[src/rtl/fwd_scoreboard_if.sv]
// fwd_scoreboard_if: decode-side controls and
// forward/stall results of the hazard unit.
interface fwd_scoreboard_if #(
  parameter int NREGS = 32,
  parameter int NSRC  = 2,
  parameter int DEPTH = 3
);
  localparam int RW = $clog2(NREGS);
  localparam int SW = $clog2(DEPTH);

  logic              en;
  logic              flush;
  logic              id_valid;
  logic              id_wen;
  logic              id_load;
  logic [RW-1:0]     id_wsel;
  logic [NSRC*RW-1:0] id_rsel;
  logic [NSRC*SW-1:0] fwd_sel;
  logic              stall;
  logic [31:0]       stall_count;

  modport master (
    output en, flush, id_valid, id_wen,
    output id_load, id_wsel, id_rsel,
    input  fwd_sel, stall, stall_count
  );

  modport slave (
    input  en, flush, id_valid, id_wen,
    input  id_load, id_wsel, id_rsel,
    output fwd_sel, stall, stall_count
  );
endinterface

[src/rtl/fwd_scoreboard.sv]
// fwd_scoreboard: shift-register scoreboard of
// in-flight writers, EX forward selects, load-use stall.
module fwd_scoreboard #(
  parameter int NREGS      = 32,
  parameter int NSRC       = 2,
  parameter int DEPTH      = 3,
  parameter int LOAD_READY = 2
) (
  input logic              CLK,
  input logic              nRST,
  fwd_scoreboard_if.slave  bus
);
  localparam int RW = $clog2(NREGS);
  localparam int SW = $clog2(DEPTH);

  logic [DEPTH-1:0]   vld_q, vld_d;
  logic [DEPTH-1:0]   wen_q, wen_d;
  logic [DEPTH-1:0]   ld_q, ld_d;
  logic [RW-1:0]      wsel_q [DEPTH];
  logic [RW-1:0]      wsel_d [DEPTH];
  logic [NSRC*RW-1:0] ex_rsel_q, ex_rsel_d;
  logic [31:0]        cnt_q, cnt_d;

  logic [NSRC*SW-1:0] fwd;
  logic               stall;

  // EX operand select: scan oldest to youngest so the
  // youngest matching producer overwrites the others.
  always_comb begin
    fwd = '0;
    for (int s = 0; s < NSRC; s++) begin
      for (int k = DEPTH-1; k >= 1; k--) begin
        if (vld_q[k] && wen_q[k] &&
            wsel_q[k] != '0 &&
            wsel_q[k] == ex_rsel_q[s*RW +: RW]) begin
          fwd[s*SW +: SW] = SW'(k);
        end
      end
    end
  end

  // Decode stall: youngest matching producer decides,
  // stall if its data is not forwardable next cycle.
  always_comb begin
    logic sv;
    stall = 1'b0;
    for (int s = 0; s < NSRC; s++) begin
      sv = 1'b0;
      if (bus.id_valid) begin
        for (int k = DEPTH-2; k >= 0; k--) begin
          if (vld_q[k] && wen_q[k] &&
              wsel_q[k] != '0 &&
              wsel_q[k] == bus.id_rsel[s*RW +: RW]) begin
            sv = ((k + 1) <
                  (ld_q[k] ? LOAD_READY : 1));
          end
        end
      end
      stall = stall | sv;
    end
  end

  // Advance the scoreboard and count stall bubbles.
  always_comb begin
    vld_d     = vld_q;
    wen_d     = wen_q;
    ld_d      = ld_q;
    wsel_d    = wsel_q;
    ex_rsel_d = ex_rsel_q;
    cnt_d     = cnt_q;
    if (bus.en) begin
      for (int k = DEPTH-1; k >= 1; k--) begin
        vld_d[k]  = vld_q[k-1];
        wen_d[k]  = wen_q[k-1];
        ld_d[k]   = ld_q[k-1];
        wsel_d[k] = wsel_q[k-1];
      end
      if (bus.flush || stall) begin
        vld_d[0]  = 1'b0;
        wen_d[0]  = 1'b0;
        ld_d[0]   = 1'b0;
        wsel_d[0] = '0;
        ex_rsel_d = '0;
      end else begin
        vld_d[0]  = bus.id_valid;
        wen_d[0]  = bus.id_wen;
        ld_d[0]   = bus.id_load;
        wsel_d[0] = bus.id_wsel;
        ex_rsel_d = bus.id_rsel;
      end
      if (stall && !bus.flush &&
          cnt_q != 32'hFFFF_FFFF) begin
        cnt_d = cnt_q + 32'd1;
      end
    end
  end

  // State registers, cleared by async reset.
  always_ff @(posedge CLK or negedge nRST) begin
    if (!nRST) begin
      vld_q     <= '0;
      wen_q     <= '0;
      ld_q      <= '0;
      ex_rsel_q <= '0;
      cnt_q     <= '0;
      for (int k = 0; k < DEPTH; k++) begin
        wsel_q[k] <= '0;
      end
    end else begin
      vld_q     <= vld_d;
      wen_q     <= wen_d;
      ld_q      <= ld_d;
      ex_rsel_q <= ex_rsel_d;
      cnt_q     <= cnt_d;
      for (int k = 0; k < DEPTH; k++) begin
        wsel_q[k] <= wsel_d[k];
      end
    end
  end

  assign bus.fwd_sel     = fwd;
  assign bus.stall       = stall;
  assign bus.stall_count = cnt_q;
endmodule

[src/flat_wrapper.sv]
// flat-port wrapper written by rule: the top's interface ports become plain ports
module fwd_scoreboard_flat 
#(
  parameter int NREGS      = 32,
  parameter int NSRC       = 2,
  parameter int DEPTH      = 3,
  parameter int LOAD_READY = 2
)
  (CLK, nRST, bus_en, bus_flush, bus_id_valid, bus_id_wen, bus_id_load, bus_id_wsel, bus_id_rsel, bus_fwd_sel, bus_stall, bus_stall_count);
  fwd_scoreboard_if #(.NREGS(NREGS), .NSRC(NSRC), .DEPTH(DEPTH)) bus_i ();
  input logic CLK;
  input logic nRST;
  input wire logic [$bits(bus_i.en)-1:0] bus_en;
  input wire logic [$bits(bus_i.flush)-1:0] bus_flush;
  input wire logic [$bits(bus_i.id_valid)-1:0] bus_id_valid;
  input wire logic [$bits(bus_i.id_wen)-1:0] bus_id_wen;
  input wire logic [$bits(bus_i.id_load)-1:0] bus_id_load;
  input wire logic [$bits(bus_i.id_wsel)-1:0] bus_id_wsel;
  input wire logic [$bits(bus_i.id_rsel)-1:0] bus_id_rsel;
  output wire logic [$bits(bus_i.fwd_sel)-1:0] bus_fwd_sel;
  output wire logic [$bits(bus_i.stall)-1:0] bus_stall;
  output wire logic [$bits(bus_i.stall_count)-1:0] bus_stall_count;
  assign bus_i.en = bus_en;
  assign bus_i.flush = bus_flush;
  assign bus_i.id_valid = bus_id_valid;
  assign bus_i.id_wen = bus_id_wen;
  assign bus_i.id_load = bus_id_load;
  assign bus_i.id_wsel = bus_id_wsel;
  assign bus_i.id_rsel = bus_id_rsel;
  assign bus_fwd_sel = bus_i.fwd_sel;
  assign bus_stall = bus_i.stall;
  assign bus_stall_count = bus_i.stall_count;
  fwd_scoreboard #(.NREGS(NREGS), .NSRC(NSRC), .DEPTH(DEPTH), .LOAD_READY(LOAD_READY)) u_core (.CLK(CLK), .nRST(nRST), .bus(bus_i));
endmodule
[config.mk]
export PLATFORM = sky130hd
export DESIGN_NAME = fwd_scoreboard_flat
export DESIGN_NICKNAME = d
export VERILOG_FILES = /design/src/rtl/fwd_scoreboard_if.sv /design/src/rtl/fwd_scoreboard.sv /design/src/flat_wrapper.sv
export SDC_FILE = /design/constraint.sdc
export NUM_CORES = 1
export LEC_CHECK = 0
export CORE_MARGIN = 2
export CORE_UTILIZATION = 56
export CTS_CLUSTER_DIAMETER = 120
export DETAILED_ROUTE_END_ITERATION = 6
export PLACE_DENSITY = 0.85
export SLEW_MARGIN = 15
export SYNTH_ARGS = -nofsm -noshare
export SYNTH_HDL_FRONTEND = slang
export SYNTH_SLANG_ARGS = --single-unit
[constraint.sdc]
create_clock -name CLK -period 4.4 [get_ports CLK]
set_input_delay 0.44 -clock CLK [delete_from_list [all_inputs] [get_ports CLK]]
set_output_delay 0.44 -clock CLK [all_outputs]
set_load 0.03 [all_outputs]
# == After elaboration in Yosys (flattened, before gate mapping) ==
# Cells that the tools add are included.
# totals
regBits,65
latchBits,0
ram_bits,0
mem_bits_ro,0
input_bits,22
n_memories,0
# classes
add_sub_neg,1
mul,0
n_div,0
magnitude_cmp,2
n_eq_ne,9
shifts,0
muxes,17
bitwise_logic,1
reduce_logical,22
# ops
operator,count
equality test 5 bit,8
adder 32 x 1 -> 32 bit (second input constant),1
< comparator 2 x 32 -> 1 bit (first input constant),1
< comparator 3 x 32 -> 1 bit (first input constant),1
inequality test 32 bit (second input constant),1
logical AND 1 bit,16
nonzero test 5 bit,3
two-way mux 2 bit,6
two-way mux 10 bit,1
two-way mux 1 bit,9
two-way mux 5 bit,1
AND reduction 2 bit,1
zero test 1 bit,1
logical OR 1 bit,1
OR 1 bit,1

# == Longest topological paths before layout ==
# logic_depth
word_depth,10
ltp_mapped,8
ltp_nobuf,7

# == Worst setup path after synthesis ==
# No wires, ideal clock.
# synth_path
path_kind,register -> output
start,reg u_core.wsel_q[5] (netlist bit)
end,out bus_fwd_sel[1]
arrival_ns,2.349
slack_ns,1.611
stages_incl_launch_ff,5
n_path_buf,0
cell_sequence,dfrtp_1 or4_1 o211ai_1 nor4_1 nor4_1
# synth_between
elab_chain_len,4
# synth_rtl
element,line_no,source
"start, declared",fwd_scoreboard.sv:19,logic [RW-1:0] wsel_q [DEPTH];
"start signal, assigned by index",fwd_scoreboard.sv:116,wsel_q[k] <= wsel_d[k];
nonzero test 5 bit,fwd_scoreboard.sv:34,wsel_q[k] != '0 &&
logical AND 1 bit,fwd_scoreboard.sv:33,if (vld_q[k] && wen_q[k] &&
logical AND 1 bit (*),fwd_scoreboard.sv:34,
two-way mux 2 bit (*),fwd_scoreboard.sv:33,
"end, declared",flat_wrapper.sv:20,output wire logic [$bits(bus_i.fwd_sel)-1:0] bus_fwd_sel;
# Mark *: on every way between the ends. The rest lies on a longest branch, timed or not.

# == Final worst setup path ==
# Same ends and word-level chain as after synthesis.

==> impl_metrics.json <==
{
  "cp_cell_sequence": "or4_1 -> o211ai_1 -> nor4_1 -> nor4_1 -> clkdlybuf4s50_1",
  "synth-seq-area-share": 0.509,
  "antenna_violations_before_repair": 0,
  "antenna_cells_inserted": 0,
  "number_of_flip_flops_and_latches_in_the_synthesized_netlist": 64,
  "flop_to_flop_setup_slack_ns": 2.04,
  "power.density_nw_per_um2": 362,
  "timing.critical_path.mode_cell": "sky130_fd_sc_hd__nor4_1",
  "critical_path.slowest_cell": "sky130_fd_sc_hd__clkdlybuf4s50_1",
  "wl_met1_um": 3360,
  "cts_root_buf": "sky130_fd_sc_hd__clkbuf_8",
  "timing_worst_slew_pin_value_ns": 0.794,
  "synth_area_um2": 3150,
  "vias_in_the_first_global_route": 2395,
  "post-route-util": 0.738,
  "area_growth_synth_to_finish_pct": 28.4,
  "worstSetupStartpointType": "register",
  "cp.buffers_inverters": 1,
  "timing.reg2reg.worst_path_depth": 6,
  "finalSetupViolCount": 0,
  "synth_edf_count": 0,
  "cts.htree.levels": 3,
  "synthTopCellsByArea": "sky130_fd_sc_hd__dfrtp_1, sky130_fd_sc_hd__xor2_1, sky130_fd_sc_hd__xnor2_1, sky130_fd_sc_hd__mux2_2, sky130_fd_sc_hd__a22o_2",
  "pre_cts_slack_ns": 1.44,
  "crit_path_category": "reg -> out",
  "antenna_left": 0,
  "share_of_the_synthesized_area_in_the_top_cell_type": 0.509,
  "yosys.cell_types.count": 36,
  "starting_density_of_the_core": 0.575,
  "fmax_mhz": 315,
  "drt-initial-drc-count": 218,
  "cts_tree": "done",
  "globalRouteTotalUtil": 0.249,
  "remaining_drc_errors": 0,
  "cts_buffers": 9,
  "post_drt_wl_per_cell_um": 17.2,
  "die-width_um": 79.0,
  "timing.setup.tns_ns": 0,
  "synth.avg_cell_area_um2": 11.6,
  "gp_congestion": 0.831,
  "die_area_um2": 6240,
  "layout_cell_area_excl_fill_um2": 4040,
  "overflow": 0,
  "row_count": 27,
  "cp.arrival_ns": 2.74,
  "crit-reg2reg-launch": "u_core.wsel_q[13]",
  "critical_path.max_fanout": 5,
  "timing_hold_violations_final": 0,
  "route.detailed.vias_per_inst": 5.77,
  "dr_total_vias": 2381,
  "crit_family": "simple AND/OR/NAND/NOR gates",
  "slew_headroom": 0.470,
  "slew_violations": 0,
  "postPlaceCellArea_um2": 3770,
  "synthesis.nets": 295,
  "critical_path.endpoint_type": "output pin",
  "max-cap-violations": 0,
  "hpwlAfterDp_um": 4720,
  "grt_start_max_net_pins": 65,
  "placeableCoreArea_um2": 5470,
  "clkLatencyLatePin_ns": 0.34,
  "drt_first_pass_iters": 5,
  "setup_repair_after_global_routing_missed_its_margin": "no",
  "routed-wl-met2_um": 3440,
  "min_period_over_period": 0.722,
  "period_needed_ns": 3.18,
  "wire_length_of_the_first_global_routing_pass_um": 12000,
  "final_layout_size_suffix_gt1_frac": 0.152,
  "io_count": 59,
  "fin_nets": 359,
  "path_clk_slew_ns": 0.07,
  "wirelength_um": 7120,
  "highest-signal-layer": "met4",
  "post_cts_resized": 0,
  "ys_async_sr_fraction": 1.00,
  "yosys_warnings": 0,
  "layout.cells.most_common": "sky130_fd_sc_hd__dfrtp_1",
  "cts-hold-fix-buffers": 0,
  "synth_cells": 272,
  "total_leakage_power_nw": 1.86,
  "skew_ns": 0.0103,
  "critical_path.max_stage_delay_ns": 0.71,
  "min-delay-path-class": "in -> async",
  "clkSinkCount": 64,
  "worst_ep_required_time_ns": 3.96,
  "io_buffers": 58,
  "met3_length_um": 260,
  "yosys.area.top_type": "sky130_fd_sc_hd__dfrtp_1",
  "post_cts_buffers": 0,
  "timing.final.ws_setup_ns": 1.22,
  "ctsLongestPathBuffers": 2,
  "synth_flop_cell": "sky130_fd_sc_hd__dfrtp_1",
  "status": "complete, no violations",
  "critical_path.reg2reg.endpoint": "u_core.bus.stall_count[13]",
  "mostFrequentLayoutCells": "sky130_fd_sc_hd__dfrtp_1, sky130_fd_sc_hd__clkdlybuf4s50_1, sky130_fd_sc_hd__xor2_1",
  "post-layout-total-power_mw": 1.46,
  "die_height_um": 79.0,
  "peakVddDrop_mv": 0.202
}
routing by layer:
metal  vias to the layer above  track usage
li1                       1101            -
met1                      1204        0.347
met2                        70        0.397
met3                         6       0.0443
met4                         0       0.0828
met5                         -            0
report_power, final:
part           internal (mW)  switching [mW]
logic                 0.0741          0.0538
clock network          0.436           0.238
registers              0.617          0.0430
total                   1.13           0.334
area by class of cell:
cell class              instances  area (µm²)
clock inverters                 7         143
flip-flops and latches         64        1600
fillers                       371        1430
repair buffers                 59         583
inverters                       5        18.8
multi-input cells             197        1480
clock buffers                   9         124
well taps                      72        90.1
sequential cells by signal, indices dropped and copies added, names as in the netlist:
signal / flops
u_core.wsel_q: 15
u_core.bus.stall_count: 32
u_core.wen_q: 3
u_core.vld_q: 3
u_core.ld_q: 1
u_core.ex_rsel_q: 10
how the worst max path moves through the flow:
| stage | startpoint | endpoint | cells after the start |
|---|---|---|---|
| 2_1_floorplan | u_core.wsel_q[5] | bus_fwd_sel[1] | 4 |
| 3_3_place_gp | bus_en | u_core.bus.stall_count[31] | 6 |
| 3_5_place_dp | bus_en | u_core.bus.stall_count[31] | 6 |
| 4_1_cts | u_core.wsel_q[5] | bus_fwd_sel[3] | 5 |
| 5_1_grt | u_core.wsel_q[5] | bus_fwd_sel[3] | 5 |
| 6_report | u_core.wsel_q[5] | bus_fwd_sel[1] | 5 |
cells in the mapped netlist (3+ instances only):
| master | number |
|---|---|
| sky130_fd_sc_hd__mux2_2 | 15 |
| sky130_fd_sc_hd__a22o_1 | 7 |
| sky130_fd_sc_hd__nor4_1 | 11 |
| sky130_fd_sc_hd__nand4_1 | 6 |
| sky130_fd_sc_hd__xor2_1 | 41 |
| sky130_fd_sc_hd__nor2_1 | 11 |
| sky130_fd_sc_hd__xnor2_1 | 20 |
| sky130_fd_sc_hd__and3_1 | 3 |
| sky130_fd_sc_hd__nand3_1 | 16 |
| sky130_fd_sc_hd__and2_1 | 3 |
| sky130_fd_sc_hd__nor3_1 | 15 |
| sky130_fd_sc_hd__nand2_1 | 16 |
| sky130_fd_sc_hd__inv_1 | 4 |
| sky130_fd_sc_hd__a22o_2 | 11 |
| sky130_fd_sc_hd__or4_1 | 5 |
| sky130_fd_sc_hd__dfrtp_1 | 64 |
logic make-up (layout without fill, tap and decap cells):
family	count (synthesis)	count (layout)	share of synthesized area
and+or+nand+nor	98	98	0.177
DFF	64	64	0.509
xor gates and xnor gates	61	61	0.170
AOI/OAI and AO/OA	22	22	0.0660
muxes	15	15	0.0537
buffers and inverters	11	80	0.0207
adders and majority gates	1	1	0.00397
through the flow:
step / hold WS [ns] / cells
5_1_grt: 0.331 / 413
4_1_cts: 0.292 / 413
2_1_floorplan: 0.144 / 272
3_5_place_dp: 0.492 / 397
3_3_place_gp: 0.476 / 397
6_report: 0.266 / 413
Note: power is estimated with default switching activity, not from simulation.
